--- config.mk ---
export PLATFORM = sky130hd
export DESIGN_NAME = word_unpacker
export DESIGN_NICKNAME = d
export VERILOG_FILES = /design/src/rtl/apb_pkg.sv /design/src/rtl/word_unpacker.sv
export SDC_FILE = /design/constraint.sdc
export NUM_CORES = 1
export LEC_CHECK = 0
export BUFFER_PORTS_ARGS = -buffer_cell sky130_fd_sc_hd__buf_4
export CAP_MARGIN = 20
export CORE_ASPECT_RATIO = 0.9
export CORE_UTILIZATION = 30
export CTS_CLUSTER_DIAMETER = 40
export DETAILED_ROUTE_END_ITERATION = 10
export PLACE_DENSITY = 0.49
export SETUP_SLACK_MARGIN = 0.5
export SKIP_CTS_REPAIR_TIMING = 1
export SYNTH_ARGS = -nofsm -noshare
export SYNTH_HDL_FRONTEND = slang
export SYNTH_SLANG_ARGS = --single-unit
--- constraint.sdc ---
create_clock -name clk -period 3.9 [get_ports clk]
set_clock_uncertainty 0.05 [all_clocks]
set_input_delay 0.78 -clock clk [delete_from_list [all_inputs] [get_ports clk]]
set_output_delay 0.78 -clock clk [all_outputs]
set_load 0.01 [all_outputs]
--- src/rtl/apb_pkg.sv ---
// apb_pkg: shared widths and state encoding for the byte/word FIFO path
package apb_pkg;
  localparam int BYTE_W = 8;
  localparam int NBYTES = 4;
  localparam int WORD_W = BYTE_W * NBYTES;
  typedef enum logic {IDLE, SEND} state_t;
endpackage

--- src/rtl/word_unpacker.sv ---
// word_unpacker: splits each FIFO word into a stream of bytes, MSB byte first
module word_unpacker
  import apb_pkg::*;
#(
  parameter int BYTE_W = apb_pkg::BYTE_W,
  parameter int NBYTES = apb_pkg::NBYTES
) (
  input  logic                     clk,
  input  logic                     res_n,
  input  logic [BYTE_W*NBYTES-1:0] word_in,
  input  logic                     word_valid,
  output logic                     word_ready,
  output logic [BYTE_W-1:0]        byte_out,
  output logic                     byte_valid,
  input  logic                     byte_ready,
  output logic                     byte_last,
  output logic                     busy
);
  localparam int IW = $clog2(NBYTES);
  localparam logic [IW-1:0] LAST = IW'(NBYTES - 1);
  state_t state, state_d;
  logic [BYTE_W*NBYTES-1:0] hold, hold_d;
  logic [IW-1:0] idx, idx_d;
  logic armed, accept, xfer;
  always_ff @(posedge clk or negedge res_n)
    if (!res_n) begin
      state <= IDLE;
      hold  <= '0;
      idx   <= '0;
      armed <= 1'b0;
    end else begin
      state <= state_d;
      hold  <= hold_d;
      idx   <= idx_d;
      armed <= 1'b1;
    end
  assign busy       = state == SEND;
  assign byte_valid = busy;
  assign byte_last  = busy && idx == LAST;
  assign byte_out   = hold[(LAST - idx)*BYTE_W +: BYTE_W];
  // armed keeps word_ready low until the first edge after reset release
  assign word_ready = busy ? byte_last && byte_ready : armed;
  assign accept     = word_valid && word_ready;
  assign xfer       = byte_valid && byte_ready;
  always_comb begin
    state_d = state;
    hold_d  = hold;
    idx_d   = idx;
    if (accept) begin
      state_d = SEND;
      hold_d  = word_in;
      idx_d   = '0;
    end else if (xfer) begin
      state_d = byte_last ? IDLE : SEND;
      idx_d   = byte_last ? idx : idx + 1'b1;
    end
  end
endmodule

Yosys cells after proc, flatten, opt, wreduce, memory -nomap -nowiden
Cells that the tools add are included.

storage, ports and cells
  flip-flop bits (word level) = 36
  word-level logic and storage cells = 22
  input port bits = 36

cells by class
  add/subtract/negate cells = 2
  reductions and logical operators = 6
  equal/unequal tests = 2
  mux-type cells = 7
  shift operators = 1

operators by type and width
  kind                                             number
  variable part select 32 x 33 -> 8 bit            1
  2-to-1 mux 2 bit                                 3
  logical AND 1 bit                                4
  2-to-1 mux 1 bit                                 4
  subtractor 2 x 2 -> 3 bit, first input constant  1
  adder 2 x 1 -> 2 bit, second input constant      1
  == test 2 bit, second input constant             1
  != test 2 x 1 -> 1 bit, second input constant    1
  AND reduction 2 bit                              1
  nonzero test 2 bit                               1

Depth between registers and ports, before layout
  depth after elaboration = 7
  gate-level depth with buffers = 6
  gate-level depth less buffers = 4

Worst setup path after synthesis
No wires, ideal clock.

  kind = register -> output
  start point = register idx[0]
  end point = output port byte_out[0]
  path slack = 1.925 ns
  data arrival time = 1.145 ns
  stages on the path, launching flop included = 3
  buffers on the path = 1
  required time = 3.070 ns
  cells stage by stage = dfrtp_1 -> buf_2 -> mux4_2

on the way
  word-level cells in the longest chain between the ends = 2

RTL lines
  item                                   line                 text
  start, declared                        word_unpacker.sv:23  logic [IW-1:0] idx, idx_d;
  start signal, assigned                 word_unpacker.sv:34  idx <= idx_d;
  subtractor 2 x 2 -> 3 bit              word_unpacker.sv:40  assign byte_out = hold[(LAST - idx)*BYTE_W +: BYTE_W];
  variable part select 32 x 33 -> 8 bit  word_unpacker.sv:40
  end, declared                          word_unpacker.sv:13  output logic [BYTE_W-1:0] byte_out,

Every way passes these cells.

Final worst setup path
  start point = register idx[0]
  end point = output port byte_out[7]

The elaborated chain is that of the path after synthesis.

==> flow_summary.ini <==
[power]
p_per_area_nw_per_um2 = 797
p_leak_nw = 1.10
peakVddDrop_mv = 0.382

[critical_path]
crit_chain = mux4_2, buf_4
crit_type = reg2out
critPathBufInv = 1
cp.required_ns = 3.07
worst_path_largest_cell_delay_ns = 0.72
start_kind = flip-flop
crit_family = flip-flops
cp_slowest_cell = dfrtp_1
cp.arrival_ns = 1.76
worstPathMaxFanout = 10
crit_path_end_kind = output port

[layout]
syn2layout_area_growth_pct = 26.6
stdcell_area_um2 = 2200
drive_gt1_share_pct = 66.7
final_cell_count_no_fill = 214
diodes = 0
nets = 183

[die]
io_pins = 48
fp.dieArea_um2 = 6110
start_util_pct = 32.2
die_h_um = 74.3
num_rows = 25
core-area_um2 = 5410
die_width_um = 82.3

[clocking]
cts_tree = built
cts.root.buffer_cell = clkbuf_8
path_clk_slew_ns = 0.07
cts_num_sinks = 36
htree_levels = 2
numCtsBuffers = 5
clock_latency_ns = 0.27
cts_buffer_depth = 2

[yosys]
ys_top_cells_by_count = 36 x dfrtp_1, 29 x mux2_4, 8 x mux4_2
avgSynthCellArea_um2 = 17.8
synth_top_cell_by_area = dfrtp_1
seq_area_frac_synth_pct = 51.7
synth-xor-area-share_pct = 0.503
dominantRegCellSynth = dfrtp_1
ys_types = 20
synth_mux_area_share_pct = 37.9
netlist_area_um2 = 1740
synth_edf_count = 0
synthSimpleGateAreaFrac_pct = 2.80
synth_cells = 98
syn-num-nets = 135
yosysWarnings = 0
synthAdderAreaFrac_pct = 0.718
synth_async_sr_flop_share_pct = 100
synth_top_family_by_area = multiplexers
synth.top_cell.area_share_pct = 51.7
yosysMostFrequentCell = dfrtp_1
synth_seq_cells = 36
synth-compound-area-share_pct = 1.15
synth.area.top_cells = dfrtp_1 52%, mux2_4 25%, mux4_2 10%

[routing]
drtPass1Iterations = 4
avgViaCountPerCell = 4.53
drt_wl_total_mm = 3.21
route.detailed.drc = 0
dr_total_vias = 970
drtIter0Drc = 42
final_antenna_net_count = 0
wl_per_cell_um = 15.0

[grt]
grt-ovfl-total = 0
antenna_found_initial = 0
grt_pass1_vias = 1046
grt_max_degree = 37
grt_pass1_wl_mm = 5.22
track_usage_pct = 11.9

[timing]
rsz0062_at_grt = false
setup_viol = 0
fin_crit_ns = 2.59
tightestPinTransition_ns = 0.600
slew_headroom_pct = 60.0
hold_violations = 0
finalSetupTns_ns = 0
drv_slew = 0
fmax_mhz = 386
min_period_over_period_pct = 66.5

[placed_design]
place_inst = 205
dpl-instance-area_um2 = 2090
gp_congestion = 0.727
port-buffer-count = 47
hpwl_mm = 2.23

[flow_run]
drv_cap = 0

[status]
outcome = finished, final reports clean

[hold_path]
min_path_type = in2async
sequential cells by signal (all words and copies together), names as in the netlist:
register	count
armed	1
busy	1
hold	32
idx	2
report_power, final:
group | total, W | switching, W | internal (W)
Clock | 0.000273 | 0.000129 | 0.000144
Combinational | 0.000780 | 0.000238 | 0.000542
Sequential | 0.000704 | 0.000145 | 0.000559
layout by cell type (no fill, tap or decap), drive strengths merged, types with 2 or more instances in the layout:
cell type	synthesis	layout
mux4	8	8
nand2	4	4
buf	6	48
mux2	32	32
clkbuf	1	7
a21oi	2	2
dfrtp	36	36
metrics by stage:
step | setup WS (ns) | hold WS (ns) | power [W] | utilization (%)
final | 1.31 | 0.390 | 0.00176 | 40.7
after global routing | 1.17 | 0.427 | 0.00187 | 40.7
after CTS | 1.25 | 0.403 | 0.00177 | 40.4
after detailed placement | 1.34 | 0.443 | 0.00149 | 38.6
after global placement | 1.35 | 0.435 | 0.00147 | 38.6
after floorplan | 1.92 | 0.424 | 0.00125 | -
routing by layer:
metal	global-route usage [%]	up-vias	part of all wire (%)
met5	0	-	0
met1	16.3	486	47
met3	4.17	4	6.0
met4	4.09	0	0.87
met2	17.5	32	46
li1	-	448	-
final timing paths:
kind / end / start / slack [ns] / cells after the start
setup / recovery: byte_out[7] / idx[0]$_DFFE_PN0P_ / 1.31 / 2
hold / removal: hold[3]$_DFFE_PN0P_ / res_n / 0.39 / 1
setup reg to reg: hold[17]$_DFFE_PN0P_ / idx[0]$_DFFE_PN0P_ / 1.80 / 5
hold reg to reg: hold[19]$_DFFE_PN0P_ / hold[19]$_DFFE_PN0P_ / 0.46 / 1
max in group asynchronous: busy$_DFFE_PN0P_ / res_n / 3.09 / 1
min in group clk: hold[19]$_DFFE_PN0P_ / hold[19]$_DFFE_PN0P_ / 0.46 / 1
cells by family (layout without fill, tap and decap cells):
logic type | Yosys count | count (layout)
DFF | 36 | 36
AOI/OAI and AO/OA | 3 | 3
other | 1 | 1
muxes | 41 | 41
buffers and inverters | 7 | 56
and+or+nand+nor | 8 | 8
adders and majority gates | 1 | 1
xor gates and xnor gates | 1 | 1
layout make-up:
type,count,area (µm²)
repair buffers,48,373
clock buffers,7,86.3
fillers,519,3210
well taps,67,83.8
clock inverters,1,7.51
flip-flops and latches,36,901
multi-input cells,55,753
Note: power is estimated with default switching activity, not from simulation.
